**src/rtl/mem_stage.sv**
```systemverilog
// MEM pipeline stage: 64-word data memory plus the MEM and WB forwarding registers.
// Loads read the memory word before any store on the same edge; memory contents survive reset.
module mem_stage (
    input  logic        Clk,
    input  logic        nReset,
    input  logic        EXRegWrite,
    input  logic        EXMemRead,
    input  logic        EXMemWrite,
    input  logic [4:0]  EXRd,
    input  logic [31:0] EXData,
    input  logic [31:0] EXALUData,
    input  logic        Stall,
    output logic        MEMRegWrite,
    output logic [31:0] MEMData,
    output logic [4:0]  MEMRd,
    output logic        WBRegWrite,
    output logic [31:0] WBData,
    output logic [4:0]  WBRd
);

    logic [31:0] r_mem [0:63];

    logic        r_memRegWrite;
    logic [31:0] r_memData;
    logic [4:0]  r_memRd;
    logic        r_wbRegWrite;
    logic [31:0] r_wbData;
    logic [4:0]  r_wbRd;

    logic [5:0]  w_wordIdx;
    logic        w_isLoad;
    logic [31:0] w_memResult;
    logic        w_unusedAddrBits;

    // Only bits [7:2] select a word, so byte addresses wrap every 256 bytes.
    assign w_wordIdx        = EXALUData[7:2];
    assign w_unusedAddrBits = ^{EXALUData[31:8], EXALUData[1:0]};

    // A combined read+write is treated as a store, so the ALU value is forwarded instead.
    assign w_isLoad    = EXMemRead & ~EXMemWrite;
    assign w_memResult = w_isLoad ? r_mem[w_wordIdx] : EXALUData;

    // Memory shares the reset domain so that a clock during reset cannot write it, but is never cleared.
    always_ff @(posedge Clk or negedge nReset) begin
        if (!nReset) begin
            r_memRegWrite <= 1'b0;
            r_memData     <= 32'h0;
            r_memRd       <= 5'd0;
            r_wbRegWrite  <= 1'b0;
            r_wbData      <= 32'h0;
            r_wbRd        <= 5'd0;
        end else if (!Stall) begin
            r_memRegWrite <= EXRegWrite & (EXRd != 5'd0);
            r_memData     <= w_memResult;
            r_memRd       <= EXRd;
            r_wbRegWrite  <= r_memRegWrite;
            r_wbData      <= r_memData;
            r_wbRd        <= r_memRd;
            if (EXMemWrite) begin
                r_mem[w_wordIdx] <= EXData;
            end
        end
    end

    assign MEMRegWrite = r_memRegWrite;
    assign MEMData     = r_memData;
    assign MEMRd       = r_memRd;
    assign WBRegWrite  = r_wbRegWrite;
    assign WBData      = r_wbData;
    assign WBRd        = r_wbRd;

endmodule

```
**config.mk**
```make
export PLATFORM = sky130hd
export DESIGN_NAME = mem_stage
export DESIGN_NICKNAME = d
export VERILOG_FILES = /design/src/rtl/mem_stage.sv
export SDC_FILE = /design/constraint.sdc
export NUM_CORES = 2
export LEC_CHECK = 0
export ABC_AREA = 1
export CORE_MARGIN = 1.5
export CORE_UTILIZATION = 25
export DETAILED_ROUTE_END_ITERATION = 10
export HOLD_SLACK_MARGIN = 0.03
export MAX_ROUTING_LAYER = met4
export PLACE_DENSITY = 0.44
export RECOVER_POWER = 100
export SETUP_SLACK_MARGIN = 0.3
export SYNTH_ARGS = -nofsm -noshare
export SYNTH_HDL_FRONTEND = slang
export SYNTH_SLANG_ARGS = --single-unit
```
**constraint.sdc**
```tcl
create_clock -name Clk -period 1.7 [get_ports Clk]
set_input_delay 0.255 -clock Clk [delete_from_list [all_inputs] [get_ports Clk]]
set_output_delay 0.255 -clock Clk [all_outputs]
set_load 0.03 [all_outputs]
```
* After elaboration in Yosys (flattened, before gate mapping) *
Memory sizes are Yosys's and may differ from the RTL's.
Cells that the tools add are included.

cells by class
  muxes and demuxes = 4
  bitwise operators = 3
  reductions and logical operators = 2

operators by type and width
  operator            number
  32-bit two-way mux  1
  5-bit nonzero test  1
  1-bit two-way mux   3
  1-bit AND           2
  1-bit logical AND   1
  1-bit inverter      1

word-level totals
  output and inout bits = 76
  register bits after elaboration = 76
  memory bits (writable) = 2048
  memories = 1
  logic and storage cells = 16

memories
  memory  words  width  read ports  clocked after memory_dff  write ports  RTL line  RTL
  r_mem   64     32     1           0                         1            21        logic [31:0] r_mem [0:63];

* Longest topological paths before layout *
  word-level depth = 4
  depth in mapped cells = 17

* Worst setup path before layout *
Ideal clock, no wire load.

  path kind = input port to flip-flop
  start point = input EXALUData[2]
  end point = memory r_mem[16][0] (enable)
  stages on the path = 8
  data required time = 1.279 ns
  slack = -1.383 ns
  arrival time = 2.662 ns
  cells stage by stage = buf_2 inv_2 buf_6 buf_2 buf_4 buf_2 nand3_1 nor2_1

RTL lines
  element      RTL line  RTL
  from (decl)  11        input logic [31:0] EXALUData,
  to (decl)    21

Straight into the memory's write port.

* Worst setup path in the final report *
  start point = input EXALUData[6]
  end point = memory r_mem[54][9] (enable)

Straight into the memory's write port.

==> flow_metrics.py <==
metrics = {
    "routing": {
        "drtIter0Drc": 5464,
        "final_antenna_net_count": 0,
        "post_drt_via_cell_ratio": 4.53,
        "vias": 62200,
        "drt_drc_violations_left": 0,
        "wl_per_cell_um": 22.5,
        "drt_wl_total_um": 309000,
        "first_pass_iteration_count_of_the_detailed_router": 5,
    },
    "finish": {
        "finalCoreUtilization": 0.323,
        "drive_gt1_frac": 0.197,
        "final_net_count": 9028,
        "syn_to_final_growth_pct": 28.2,
    },
    "power": {
        "power.share.sequential": 0.492,
        "power_leakage_nw": 43.9,
        "internal-power_mw": 89.5,
        "clock_power_share": 0.420,
        "share_comb_of_total_power": 0.087,
        "power_density_mw_per_mm2": 1050,
        "power.ir.vdd_worst_mv": 0.833,
        "switchingPower_mw": 28.3,
        "power.share.switching": 0.240,
    },
    "worst_setup_path": {
        "worst_r2r_path_depth": 7,
        "worst_r2r_startpoint": "r_mem[32][9]$_DFFE_PP_",
        "arrival_ns": 2.39,
        "worst_path_required_ns": 2.26,
        "worst_setup_path_startpoint": "EXALUData[6]",
        "worst-r2r-setup-slack_ns": -0.07,
        "critical_path_type": "in -> reg",
        "critical_path.endpoint_type": "register",
        "worstPathMaxFanout": 8,
        "regToRegEndpoint": "MEMData[9]$_DFFE_PN0N_",
        "critical_path.startpoint_type": "input port",
    },
    "sta": {
        "layout_worst_path_cycle_share": 1.07,
        "fin_worst_skew_ns": 0.0911,
        "setup-tns-final_ns": -14.22,
        "max_slew_margin": -0.119,
        "hold_violations": 0,
        "min_period_ns": 1.83,
        "max_freq_mhz": 547,
        "holdWs_ns": 0.0771,
        "worst_case_setup_margin_in_the_final_layout_ns": -0.127,
        "final_slew_violations": 130,
        "grt_setup_unrepaired": "yes",
        "finalSetupViolCount": 466,
        "worst_pin_slew_ns": 1.68,
    },
    "status": {
        "failed_checks": "max-capacitance violations, max-slew violations, negative setup slack",
        "run_status": "finished, violations left",
    },
    "die": {
        "initial_core_util": 0.252,
        "top_level_pins": 151,
        "fp.dieH_um": 594,
        "die-area_mm2": 0.353,
        "chipWidth_um": 594,
        "fp.coreArea_mm2": 0.347,
        "placement_rows": 216,
    },
    "global_route": {
        "number_of_antenna_violations_at_the_first_check_in_global_routing": 19,
        "grt_start_max_net_pins": 78,
        "globalRoute.totalOverflow": 0,
        "grt_first_pass_wirelength_um": 442000,
        "global_route.usage.total": 0.175,
        "number_of_global_route_vias_before_repair": 61000,
    },
    "cts": {
        "worstSkewPairLatency_ns": 0.93,
        "cts.sinks": 2124,
        "cts_max_level": 4,
        "cts.path.max_buffers": 4,
        "tritoncts": "built",
        "cts_made_buffers": 235,
        "path_clk_slew_ns": 0.06,
        "cts.root.buffer_cell": "sky130_fd_sc_hd__clkbuf_16",
    },
    "worst_hold_path": {
        "hold-path-endpoint": "MEMData[5]$_DFFE_PN0N_",
        "holdCritStartpoint": "EXALUData[5]",
        "hold_path_class": "in -> reg",
        "hold-path-cell-count": 5,
    },
    "logic_synthesis": {
        "yosysSeqAreaShare": 0.726,
        "synthesis.yosys.warnings": 0,
        "synthesis.instances": 8066,
        "synth_fp_nets": 8141,
        "mean_cell_area_of_the_mapped_netlist_um2": 10.8,
        "mappedNetlistArea_mm2": 0.0873,
        "synth.ff_latch_count": 2124,
        "synth.lib_cells_used.distinct": 24,
    },
    "placement": {
        "place.port_buffers": 150,
        "gp_congestion": 0.849,
        "detailedPlacementHpwl_um": 188000,
    },
    "flow_run": {
        "drv.max_cap_violation_count": 2,
    },
}
[timing repair]
item                                     CTS  global route
hold endpoints to repair                1992            34
pin swaps                                220           250
gates resized for setup                  929           239
endpoints found under the setup margin  2156           667
cloned                                     9            11
buffers inserted                          62            26
hold buffers                              56             2
[kinds of logic after synthesis]
group                  synth area share
AOI/OAI and AO/OA               0.00984
DFF                               0.726
buffers and inverters            0.0255
and+or+nand+nor                   0.239
[synth_stat cells]
library cell / instances / area share
sky130_fd_sc_hd__a21oi_1: 58 / 0.0033
sky130_fd_sc_hd__buf_1: 74 / 0.0032
sky130_fd_sc_hd__buf_2: 233 / 0.013
sky130_fd_sc_hd__buf_4: 11 / 0.00095
sky130_fd_sc_hd__buf_6: 5 / 0.00064
sky130_fd_sc_hd__clkbuf_1: 133 / 0.0057
sky130_fd_sc_hd__clkinv_1: 4 / 0.00017
sky130_fd_sc_hd__dfrtp_1: 76 / 0.022
sky130_fd_sc_hd__edfxtp_1: 2048 / 0.70
sky130_fd_sc_hd__inv_1: 31 / 0.0013
sky130_fd_sc_hd__inv_2: 4 / 0.00017
sky130_fd_sc_hd__nand2_1: 4375 / 0.19
sky130_fd_sc_hd__nand3_1: 536 / 0.031
sky130_fd_sc_hd__nand3b_1: 16 / 0.0014
sky130_fd_sc_hd__nand4_1: 115 / 0.0082
sky130_fd_sc_hd__nor2_1: 229 / 0.0098
sky130_fd_sc_hd__nor2_2: 2 / 0.00014
sky130_fd_sc_hd__nor2_4: 1 / 0.00013
sky130_fd_sc_hd__o211ai_1: 4 / 0.00034
sky130_fd_sc_hd__o21a_1: 2 / 0.00017
sky130_fd_sc_hd__o21ai_0: 70 / 0.0040
sky130_fd_sc_hd__o21ai_1: 31 / 0.0018
sky130_fd_sc_hd__o22ai_1: 3 / 0.00021
sky130_fd_sc_hd__or2_2: 5 / 0.00036
[layout by cell type (no fill, tap or decap), drive strengths merged]
cell type	instances
nor2	232
nand4	115
clkbuf	422
o211ai	4
clkinv	106
clkdlybuf4s15	1
or2	5
bufbuf	6
clkdlybuf4s50	33
clkinvlp	6
o21a	2
dlygate4sd2	1
dlygate4sd3	58
diode	8
nand2	4375
nand3	536
inv	36
o22ai	3
nand3b	16
dfrtp	76
buf	880
o21ai	101
bufinv	19
a21oi	58
edfxtp	2048
[layer usage]
metal | up-vias | global-route usage | share of wire
met1 | 31200 | 0.239 | 0.45
li1 | 28900 | - | -
met3 | 374 | 0.0207 | 0.057
met5 | - | - | 0
met2 | 1703 | 0.280 | 0.46
met4 | 0 | 0.0386 | 0.025
[how the worst max path moves through the flow]
stage / end / slack [ns] / cells past startpoint
after floorplan: r_mem[10][0]$_DFFE_PP_ / -0.39 / 8
after global placement: MEMData[11]$_DFFE_PN0N_ / -1.37 / 13
after detailed placement: MEMData[11]$_DFFE_PN0N_ / -1.36 / 13
after CTS: MEMData[20] / -0.16 / 1
after global routing: MEMData[12] / -0.15 / 1
final: r_mem[54][9]$_DFFE_PP_ / -0.13 / 11
[power groups by stage]
stage                     sequential, mW  combinational (mW)  clock (mW)
after floorplan                     59.4                3.59           0
after global placement              59.0                9.56           0
after detailed placement            59.0                9.54           0
after CTS                           57.9                10.3        50.6
after global routing                58.0                11.1        52.5
final                               58.0                10.3        49.5
[flip-flops by register name, indices dropped and copies added (netlist names)]
name,cells
WBRegWrite,1
MEMRegWrite,1
WBRd,5
r_mem,2048
MEMRd,5
MEMData,32
WBData,32
[metrics by stage]
stage                     instances  worst slack (ns)  instance area [µm²]  power, mW
after floorplan                8066            -0.393                88100       63.0
after global placement        13100             -1.37               102000       68.6
after detailed placement      13100             -1.36               102000       68.6
after CTS                     13700            -0.162               113000        119
after global routing          13700            -0.147               112000        122
final                         13700            -0.127               112000        118
[cell type report]
cell class / count / area [µm²]
Tap cell: 4578 / 5730
Timing Repair Buffer: 1106 / 11500
Fill cell: 35300 / 235000
Multi-Input combinational cell: 5447 / 23800
Sequential cell: 2124 / 63400
Antenna cell: 8 / 20.0
Clock buffer: 295 / 6140
Clock inverter: 128 / 1170
Inverter: 39 / 198
[worst max-delay path, stage by stage]
cell and delay (ns):
sky130_fd_sc_hd__clkbuf_1 0.40, sky130_fd_sc_hd__clkbuf_1 0.20, sky130_fd_sc_hd__nand2_4 0.08, sky130_fd_sc_hd__nor2_4 0.13
sky130_fd_sc_hd__buf_12 0.14, sky130_fd_sc_hd__buf_12 0.15, sky130_fd_sc_hd__clkinvlp_4 0.09, sky130_fd_sc_hd__buf_6 0.14
sky130_fd_sc_hd__nor2_4 0.07, sky130_fd_sc_hd__clkbuf_2 0.49, sky130_fd_sc_hd__buf_12 0.20
(Power assumes the default switching activity.)
